===== src/rtl/sequenciador_pc_pkg.sv =====
// Shared definitions for the fetch sequencer: state encoding, default widths
// and the ranking of the control decisions taken when an instruction is valid.
package sequenciador_pc_pkg;

    localparam int LARGURA_PADRAO = 8;
    localparam logic [LARGURA_PADRAO-1:0] VETOR_RESET_PADRAO = 8'h00;

    typedef enum logic [1:0] {
        INICIO = 2'd0,
        BUSCA  = 2'd1,
        AVANCA = 2'd2,
        PARADO = 2'd3
    } estado_e;

    // Lower value wins; the control unit reuses the same ranking.
    typedef enum logic [2:0] {
        DEC_PARAR      = 3'd0,
        DEC_RETORNO    = 3'd1,
        DEC_CHAMADA    = 3'd2,
        DEC_DESVIO     = 3'd3,
        DEC_INCREMENTA = 3'd4
    } decisao_e;

    // Resolves simultaneous control requests into the single winning decision.
    function automatic decisao_e decidir(input logic parar,
                                         input logic retorno,
                                         input logic chamada,
                                         input logic desvio);
        if (parar)        return DEC_PARAR;
        else if (retorno) return DEC_RETORNO;
        else if (chamada) return DEC_CHAMADA;
        else if (desvio)  return DEC_DESVIO;
        else              return DEC_INCREMENTA;
    endfunction

endpackage


===== src/rtl/sequenciador_pc_pilha_retorno.sv =====
// Return-address LIFO. A push on a full stack or a pop on an empty one is
// dropped here; the sequencer decides whether that counts as an error.
module pilha_retorno #(
    parameter int LARGURA    = 8,
    parameter int PILHA_PROF = 4
) (
    input  logic                          clock,
    input  logic                          reset_n,
    input  logic                          push,
    input  logic                          pop,
    input  logic [LARGURA-1:0]            dado,
    output logic [LARGURA-1:0]            topo,
    output logic                          cheia,
    output logic                          vazia,
    output logic [$clog2(PILHA_PROF):0]   ocupacao
);

    localparam int IW = $clog2(PILHA_PROF);
    localparam logic [IW:0] UM         = 1;
    localparam logic [IW:0] CAPACIDADE = (IW+1)'(PILHA_PROF);

    logic [LARGURA-1:0] mem_q [PILHA_PROF];
    logic [IW:0]        ocupacao_q;
    logic [IW:0]        ocupacaoMenos1;

    assign ocupacaoMenos1 = ocupacao_q - UM;
    assign topo           = mem_q[ocupacaoMenos1[IW-1:0]];
    assign cheia          = (ocupacao_q == CAPACIDADE);
    assign vazia          = (ocupacao_q == '0);
    assign ocupacao       = ocupacao_q;

    // Stack storage and occupancy; push has precedence, though the caller never issues both.
    always_ff @(posedge clock or negedge reset_n) begin
        if (!reset_n) begin
            ocupacao_q <= '0;
            for (int i = 0; i < PILHA_PROF; i++) begin
                mem_q[i] <= '0;
            end
        end else if (push && !cheia) begin
            mem_q[ocupacao_q[IW-1:0]] <= dado;
            ocupacao_q                <= ocupacao_q + UM;
        end else if (pop && !vazia) begin
            ocupacao_q <= ocupacaoMenos1;
        end
    end

endmodule


===== src/rtl/sequenciador_pc.sv =====
// Fetch sequencer: drives the next value of the external pc register, runs the
// instruction-memory handshake and keeps the call/return stack.
module sequenciador_pc
    import sequenciador_pc_pkg::*;
#(
    parameter int                 LARGURA     = LARGURA_PADRAO,
    parameter logic [LARGURA-1:0] VETOR_RESET = VETOR_RESET_PADRAO,
    parameter int                 PILHA_PROF  = 4
) (
    input  logic                        clock,
    input  logic                        reset_n,
    input  logic [LARGURA-1:0]          pc_endereco,
    output logic [LARGURA-1:0]          pc_entrada,
    output logic                        busca_req,
    input  logic                        mem_pronta,
    output logic                        instrucao_valida,
    input  logic                        desvio_valido,
    input  logic                        chamada,
    input  logic                        retorno,
    input  logic [LARGURA-1:0]          desvio_alvo,
    input  logic                        parar,
    input  logic                        retomar,
    output logic                        parado,
    output logic                        erro_pilha,
    output logic [$clog2(PILHA_PROF):0] profundidade
);

    localparam logic [LARGURA-1:0] UM = 1;

    estado_e            estado_q;
    logic               busca_req_q;
    logic               instrucao_valida_q;
    logic               parado_q;
    logic               erro_q;
    logic               erro_d;
    logic [LARGURA-1:0] pc_d;
    logic [LARGURA-1:0] pcMais1;
    logic [LARGURA-1:0] topo;
    logic               push;
    logic               pop;
    logic               cheia;
    logic               vazia;
    decisao_e           decisao;

    assign pcMais1 = pc_endereco + UM;
    assign decisao = decidir(parar, retorno, chamada, desvio_valido);

    pilha_retorno #(
        .LARGURA    (LARGURA),
        .PILHA_PROF (PILHA_PROF)
    ) u_pilha (
        .clock    (clock),
        .reset_n  (reset_n),
        .push     (push),
        .pop      (pop),
        .dado     (pcMais1),
        .topo     (topo),
        .cheia    (cheia),
        .vazia    (vazia),
        .ocupacao (profundidade)
    );

    // Next-PC selection and stack control; only AVANCA ever moves pc away from hold.
    always_comb begin
        pc_d   = pc_endereco;
        push   = 1'b0;
        pop    = 1'b0;
        erro_d = erro_q;
        case (estado_q)
            INICIO: pc_d = VETOR_RESET;
            AVANCA: begin
                case (decisao)
                    DEC_PARAR: pc_d = pcMais1;
                    DEC_RETORNO: begin
                        if (vazia) begin
                            pc_d   = pcMais1;
                            erro_d = 1'b1;
                        end else begin
                            pc_d = topo;
                            pop  = 1'b1;
                        end
                    end
                    DEC_CHAMADA: begin
                        pc_d = desvio_alvo;
                        if (cheia) erro_d = 1'b1;
                        else       push   = 1'b1;
                    end
                    DEC_DESVIO: pc_d = desvio_alvo;
                    default:    pc_d = pcMais1;
                endcase
            end
            default: pc_d = pc_endereco;
        endcase
    end

    // The vector is forced combinationally while reset is held so pc loads it at once.
    assign pc_entrada = reset_n ? pc_d : VETOR_RESET;

    // Fetch FSM; each output flag is registered alongside the state it belongs to.
    always_ff @(posedge clock or negedge reset_n) begin
        if (!reset_n) begin
            estado_q           <= INICIO;
            busca_req_q        <= 1'b0;
            instrucao_valida_q <= 1'b0;
            parado_q           <= 1'b0;
            erro_q             <= 1'b0;
        end else begin
            erro_q <= erro_d;
            case (estado_q)
                INICIO: begin
                    estado_q    <= BUSCA;
                    busca_req_q <= 1'b1;
                end
                BUSCA: begin
                    if (mem_pronta) begin
                        estado_q           <= AVANCA;
                        busca_req_q        <= 1'b0;
                        instrucao_valida_q <= 1'b1;
                    end
                end
                AVANCA: begin
                    instrucao_valida_q <= 1'b0;
                    if (decisao == DEC_PARAR) begin
                        estado_q <= PARADO;
                        parado_q <= 1'b1;
                    end else begin
                        estado_q    <= BUSCA;
                        busca_req_q <= 1'b1;
                    end
                end
                default: begin
                    if (retomar) begin
                        estado_q    <= BUSCA;
                        parado_q    <= 1'b0;
                        busca_req_q <= 1'b1;
                    end
                end
            endcase
        end
    end

    assign busca_req        = busca_req_q;
    assign instrucao_valida = instrucao_valida_q;
    assign parado           = parado_q;
    assign erro_pilha       = erro_q;

endmodule


===== config.mk =====
export PLATFORM = sky130hd
export DESIGN_NAME = sequenciador_pc
export DESIGN_NICKNAME = d
export VERILOG_FILES = /design/src/rtl/sequenciador_pc_pkg.sv /design/src/rtl/sequenciador_pc_pilha_retorno.sv /design/src/rtl/sequenciador_pc.sv
export SDC_FILE = /design/constraint.sdc
export NUM_CORES = 1
export LEC_CHECK = 0
export ABC_AREA = 1
export BUFFER_PORTS_ARGS = -buffer_cell sky130_fd_sc_hd__buf_2
export CAP_MARGIN = 40
export CORE_MARGIN = 2
export CORE_UTILIZATION = 50
export DETAILED_ROUTE_END_ITERATION = 8
export PLACE_DENSITY = 0.72
export SLEW_MARGIN = 10
export SYNTH_ARGS = -nofsm -noshare
export SYNTH_HDL_FRONTEND = slang
export SYNTH_SLANG_ARGS = --single-unit
export TNS_END_PERCENT = 5

===== constraint.sdc =====
create_clock -name clock -period 2.4 [get_ports clock]
set_clock_uncertainty 0.15 [all_clocks]
set_input_delay 0.12 -clock clock [delete_from_list [all_inputs] [get_ports clock]]
set_output_delay 0.12 -clock clock [all_outputs]
set_load 0.03 [all_outputs]

== Word-level counts from Yosys, hierarchy flattened ==
Cells that the tools add are included.
Storage, ports and cells
  output and inout port bits: 15
  input bits: 24
  ROM bits: 0
  register bits after elaboration: 41
  bits in writable memories: 0
  latch bits: 0
  memories kept: 0
Operators by class
  $add $sub $neg: 3
  reductions and logical operators: 20
  divide/modulo/power cells: 0
  magnitude comparators: 3
  shifts and indexed selects: 0
  multiplexer cells: 38
  eq/ne operators: 11
  bitwise logic cells: 3
  multipliers: 0
Operators by type and width (count)
  $mux W8: 5
  $bwmux W32: 1
  $pmux W8 S2: 2
  $mux W3: 6
  $bmux W8 S2: 1
  $demux W8 S2: 1
  $mux W1: 14
  $add A8 B1 Y8 const B: 1
  $reduce_bool A2 Y1: 4
  $eq A3 B2 Y1 const B: 2
  $ge A3 B3 Y1 const B: 2
  $logic_not A3 Y1: 2
  $mux W2: 3
  $ne A2 B2 Y1 const B: 3
  $not A2 Y3: 2
  $pmux W1 S2: 3
  $pmux W2 S3: 1
  $reduce_and A3 Y1: 2
  $ne A2 B1 Y1 const B: 2
  $reduce_and A2 Y1: 2
  $reduce_and A4 Y1: 1
  $reduce_bool A4 Y1: 1
  $reduce_or A2 Y1: 2
  $add A3 B1 Y3 const B: 1
  other kinds (11): 14

== Depth between registers and ports, before layout ==
  word-level depth: 10
  gate-level depth with buffers: 12
  mapped depth without buffers: 11

== Hierarchy ==
Synthesis repeated with hierarchy kept, for this count alone.
Second synthesis, totals
  cells, all modules: 391
  area, all modules: 2731.4 um^2
Modules (own cells, without submodules)
  pilha_retorno: cells an instance 240, instances 1, area an instance 1873.0 um^2, seq. area each 875.8 um^2
  sequenciador_pc: cells an instance 151, instances 1, area an instance 858.3 um^2, seq. area each 150.1 um^2

== Least setup slack after synthesis ==
Ideal clock, no wire load.
  path kind: reg-to-output
  start point: register u_pilha.ocupacao_q[0], in the netlist u_pilha.ocupacao[0]
  end point: output pc_entrada[6]
  setup slack: -0.211 ns
  path buffers: 1
  stages on the path, launching flop included: 13
  arrival time: 2.341 ns
  cell sequence: dfrtp_1 inv_1 buf_2 ha_1 inv_1 nor2_1 nor2_2 nand3_1 nand2_1 inv_1 nand2_1 nand2_1 a21oi_1
On the way
  longest elaborated chain between the ends: 9
RTL lines
  start: declaration: RTL line sequenciador_pc_pilha_retorno.sv:23  | logic [IW:0] ocupacao_q;
  start signal: assignment: RTL line sequenciador_pc_pilha_retorno.sv:41  | ocupacao_q <= ocupacao_q + UM;
  start signal: assignment: RTL line sequenciador_pc_pilha_retorno.sv:43  | ocupacao_q <= ocupacaoMenos1;
  $sub A3 B1 Y3: RTL line sequenciador_pc_pilha_retorno.sv:26  | assign ocupacaoMenos1 = ocupacao_q - UM;
  net u_pilha.ocupacaoMenos1[0]: RTL line sequenciador_pc_pilha_retorno.sv:24  | logic [IW:0] ocupacaoMenos1;
  $not A2 Y3 (implied by the code): RTL line sequenciador_pc_pilha_retorno.sv:27  | assign topo = mem_q[ocupacaoMenos1[IW-1:0]];
  $bmux W8 S2: RTL line sequenciador_pc_pilha_retorno.sv:27
  $mux W8 (implied by the code) (2 in a row): RTL line sequenciador_pc_pilha_retorno.sv:27
  $mux W8: RTL line sequenciador_pc.sv:75  | if (vazia) begin
  $pmux W8 S2: RTL line sequenciador_pc.sv:72  | case (decisao)
  $pmux W8 S2: RTL line sequenciador_pc.sv:69  | case (estado_q)
  $mux W8: RTL line sequenciador_pc.sv:97  | assign pc_entrada = reset_n ? pc_d : VETOR_RESET;
  end: declaration: RTL line sequenciador_pc.sv:13  | output logic [LARGURA-1:0] pc_entrada,
The timed path passes the listed nets, and every way through them passes these cells. The select of a mux whose other input is x is not followed.

== Worst setup path in the final report ==
  start point: input pc_endereco[0]
  end point: output pc_entrada[2]
On the way
  longest elaborated chain between the ends: 5
RTL lines
  start: declaration: RTL line sequenciador_pc.sv:12  | input logic [LARGURA-1:0] pc_endereco,
  $add A8 B1 Y8 *: RTL line sequenciador_pc.sv:45  | assign pcMais1 = pc_endereco + UM;
  $mux W8: RTL line sequenciador_pc.sv:75
  $pmux W8 S2 *: RTL line sequenciador_pc.sv:72
  $pmux W8 S2 *: RTL line sequenciador_pc.sv:69
  $mux W8 *: RTL line sequenciador_pc.sv:97
Mark *: on every way between the ends. The rest lies on a longest branch, timed or not.

==> impl_results.md <==
- Outcome: complete, no violations
- Rel. slew slack: 0.647
- Vias in the first global route: ~2200
- Worst VDD drop: between 500 and 600 uV
- Row count: 25
- Hold worst-path end: parado
- P_int: 1.79 mW
- Fin crit share: 0.969
- Worst EP required: 2.13 ns
- Die H: ~75 um
- CTS tree: built
- Crit. End Element: output port
- Syn. warnings: 0
- Max Slew Vio Count: 0
- Top cell type's share of synthesized area: 0.408
- Hold Path Stages: 3
- Die ar.: 0.00561 mm2
- Seq pwr share: 0.334
- Vias per cell: 5.10
- Placed instance count: between 400 and 500
- Num CTS Buffers: 5
- Maximum clock rate: between 400 and 500 MHz
- HP Class: input pin to flop
- FF/Latch Area: 0.00103 mm2
- Final core occ: 0.634
- CP most frequent cell: nand2_1
- CTS root buffer: clkbuf_8
- Worst-Skew Late Latency: roughly 0.29 ns
- Initial antenna violation count: 0
- Yosys cell types: 27
- Area of the multi-input gates: 0.00134 mm2
- Vias: 2414
- RR Endpoint: u_pilha.mem_q[16]
- DP Worst Slack: between 0.2 and 0.3 ns
- R2R setup slack: 0.49 ns
- Worst Path Max Fanout: 9
- R2R depth: 7
- Setup ws final: 0.0746 ns
- Pwr Total: 3.28 mW
- Net Count, Synth: 389
- Largest stage delay, worst path: 0.53 ns
- PortBufs: 38
- ANT cells: 0
- Synth top cells by count: 122 x nand2_1, 41 x dfrtp_1, 35 x inv_1
- Clock sinks: slightly above 40
- Hold path start: retomar
- Clk buf depth: 2
- DRT Wirelength: 6040 um
- Sequential share of the synthesized area: 0.408
- Fillers: ~410
- Setup TNS: 0 ns
- Global route overflow: 0
- Asr flop ratio synth: 1.00
- Worst-Margin Slew: 0.529 ns
- Maxcap violations: 0
- Gpl congestion: 0.884
- CTS H-tree lvls: 2
- DRT antenna net count: 0
- CP max-delay cell: dlygate4sd3_1
- Setup crit start kind: input pin
- Final instance area: 0.00303 mm2
- Min Tclk post-route: roughly 2.3 ns
- Reg2reg start: estado_q[0]
- Initial DRC count: ~180
- WL per Instance: approximately 13 um
- Die Wd: about 75 um
- CTS clock-pin slew for the worst setup and hold paths: 0.08 ns
- Clock share of power: 0.138
- Post-synth top area cell: dfrtp_1
- Leakage: 1.59 nW
- EDFF count, synth: 0
- First-pass GRT wire length: 10300 um
- Hold Vio Cnt, Final: 0
- Final std cells w/o fill: roughly 470
- Crit path DAT: 2.06 ns
- Placed wire-length estimate: 4440 um
- Critical Path, Cell by Cell: dlygate4sd3_1, clkbuf_4, ha_1, xor2_1, nand2_1, nand3_1, nand2_1, a21oi_2, buf_2
- Final nets: 439
- Final setup viols: 0
- Placed cell area: 0.00284 mm2
- Pwr/cell area: 1080 mW/mm2
- Largest net degree at the start of global routing: 42
- Gate power share: 0.528
- Switch share: 0.454
- Yosys reg bits: a little over 40
- Most common cell in the synthesized netlist: nand2_1
- Kind of critical path: input pin to output port
- First-pass DRT Iterations: 4
- Ys flop type: dfrtp_1
- Synthesized area: 0.00251 mm2
- Core Area: 0.00479 mm2
- Sw Pwr: 1.49 mW
- Area grow syn2layout: 20.7%
- GRT Total Usage: 0.241
- Top post-synthesis cells by area: dfrtp_1 41%, nand2_1 18%, nand3_1 6.8%, o21ai_0 5.4%, inv_1 5.2%
- Syn Inst Count: 355
- Layout cells sized above 1: 0.207
- Hold WS: 0.0313 ns
- Drt drc: 0
- Syn_area_per_cell: about 7.1 um2
- RSZ-0062 raised after global routing: true
- Boundary pin count: 39
- Starting Density: 0.525
[layer usage]
layer | vias up | wire (um) | track usage
li1 | 1227 | - | -
met1 | 1122 | 2840 | 0.340
met2 | 61 | 2840 | 0.384
met3 | 4 | 316 | 0.0549
met4 | 0 | 35 | 0.0476
met5 | - | 0 | 0
[layout make-up]
cell class	instances	area share
well taps	67	0.0276
inverters	35	0.0441
repair buffers	56	0.119
flip-flops and latches	41	0.338
clock inverters	3	0.00578
multi-input cells	266	0.443
clock buffers	5	0.0227
[cell usage in the layout, fill, tap and decap left out, types with 4 or more instances in the layout]
| cell | instances |
|---|---|
| nor2_1 | 25 |
| nand2_1 | 121 |
| a21oi_1 | 18 |
| inv_1 | 32 |
| xor2_1 | 4 |
| a21oi_2 | 8 |
| buf_6 | 4 |
| ha_1 | 9 |
| clkbuf_8 | 5 |
| buf_2 | 33 |
| o21ai_0 | 27 |
| dfrtp_1 | 41 |
| nand3_1 | 33 |
| buf_4 | 13 |
[power by group through the flow]
stage / logic [mW] / clock network, mW / registers [mW]
detailed placement: 1.62 / 0 / 1.10
finish: 1.73 / 0.453 / 1.09
floorplan: 1.08 / 0 / 1.17
global placement: 1.62 / 0 / 1.09
global route: 1.97 / 0.493 / 1.13
CTS: 1.64 / 0.466 / 1.09
[how the worst max path moves through the flow]
| stage | to | slack [ns] | from |
|---|---|---|---|
| after CTS | pc_entrada[6] | 0.003 | u_pilha.ocupacao[1] |
| after detailed placement | pc_entrada[6] | 0.28 | u_pilha.ocupacao[1] |
| after global routing | pc_entrada[0] | -0.04 | u_pilha.ocupacao[1] |
| final | pc_entrada[2] | 0.07 | pc_endereco[0] |
| after global placement | pc_entrada[6] | 0.30 | u_pilha.ocupacao[1] |
| after floorplan | pc_entrada[7] | -0.06 | u_pilha.ocupacao[0] |
[sequential cells by signal, indices dropped and copies added (netlist names)]
| signal | count |
|---|---|
| u_pilha.mem_q | 32 |
| u_pilha.ocupacao | 3 |
| estado_q | 2 |
| busca_req | 1 |
| erro_pilha | 1 |
| instrucao_valida | 1 |
| parado | 1 |
[logic make-up after synthesis]
kind of cell,count (synthesis),share of synthesized area
AOI/OAI and AO/OA,59,0.125
buffers and inverters,48,0.0832
DFF,41,0.408
and+or+nand+nor,192,0.316
xor gates and xnor gates,5,0.0174
adders and majority gates,10,0.0498
[worst max-delay path: cells and delay by family]
kind                       cells  cell delay (ns)
xor gates and xnor gates       1             0.41
buffers and inverters          3             0.92
and+or+nand+nor                3             0.25
adders and majority gates      1             0.24
AOI/OAI and AO/OA              1             0.10
[repair_timing]
action | 4_1_cts | 5_1_grt
setup endpoints to repair | 8 | 8
hold buffers | 3 | 0
cloned | 0 | 1
pin swaps | 0 | 1
gates resized for setup | 6 | 14
setup buffers | 0 | 2
endpoints found under the hold margin | 44 | 0
Power figures use the tool's default switching activity.
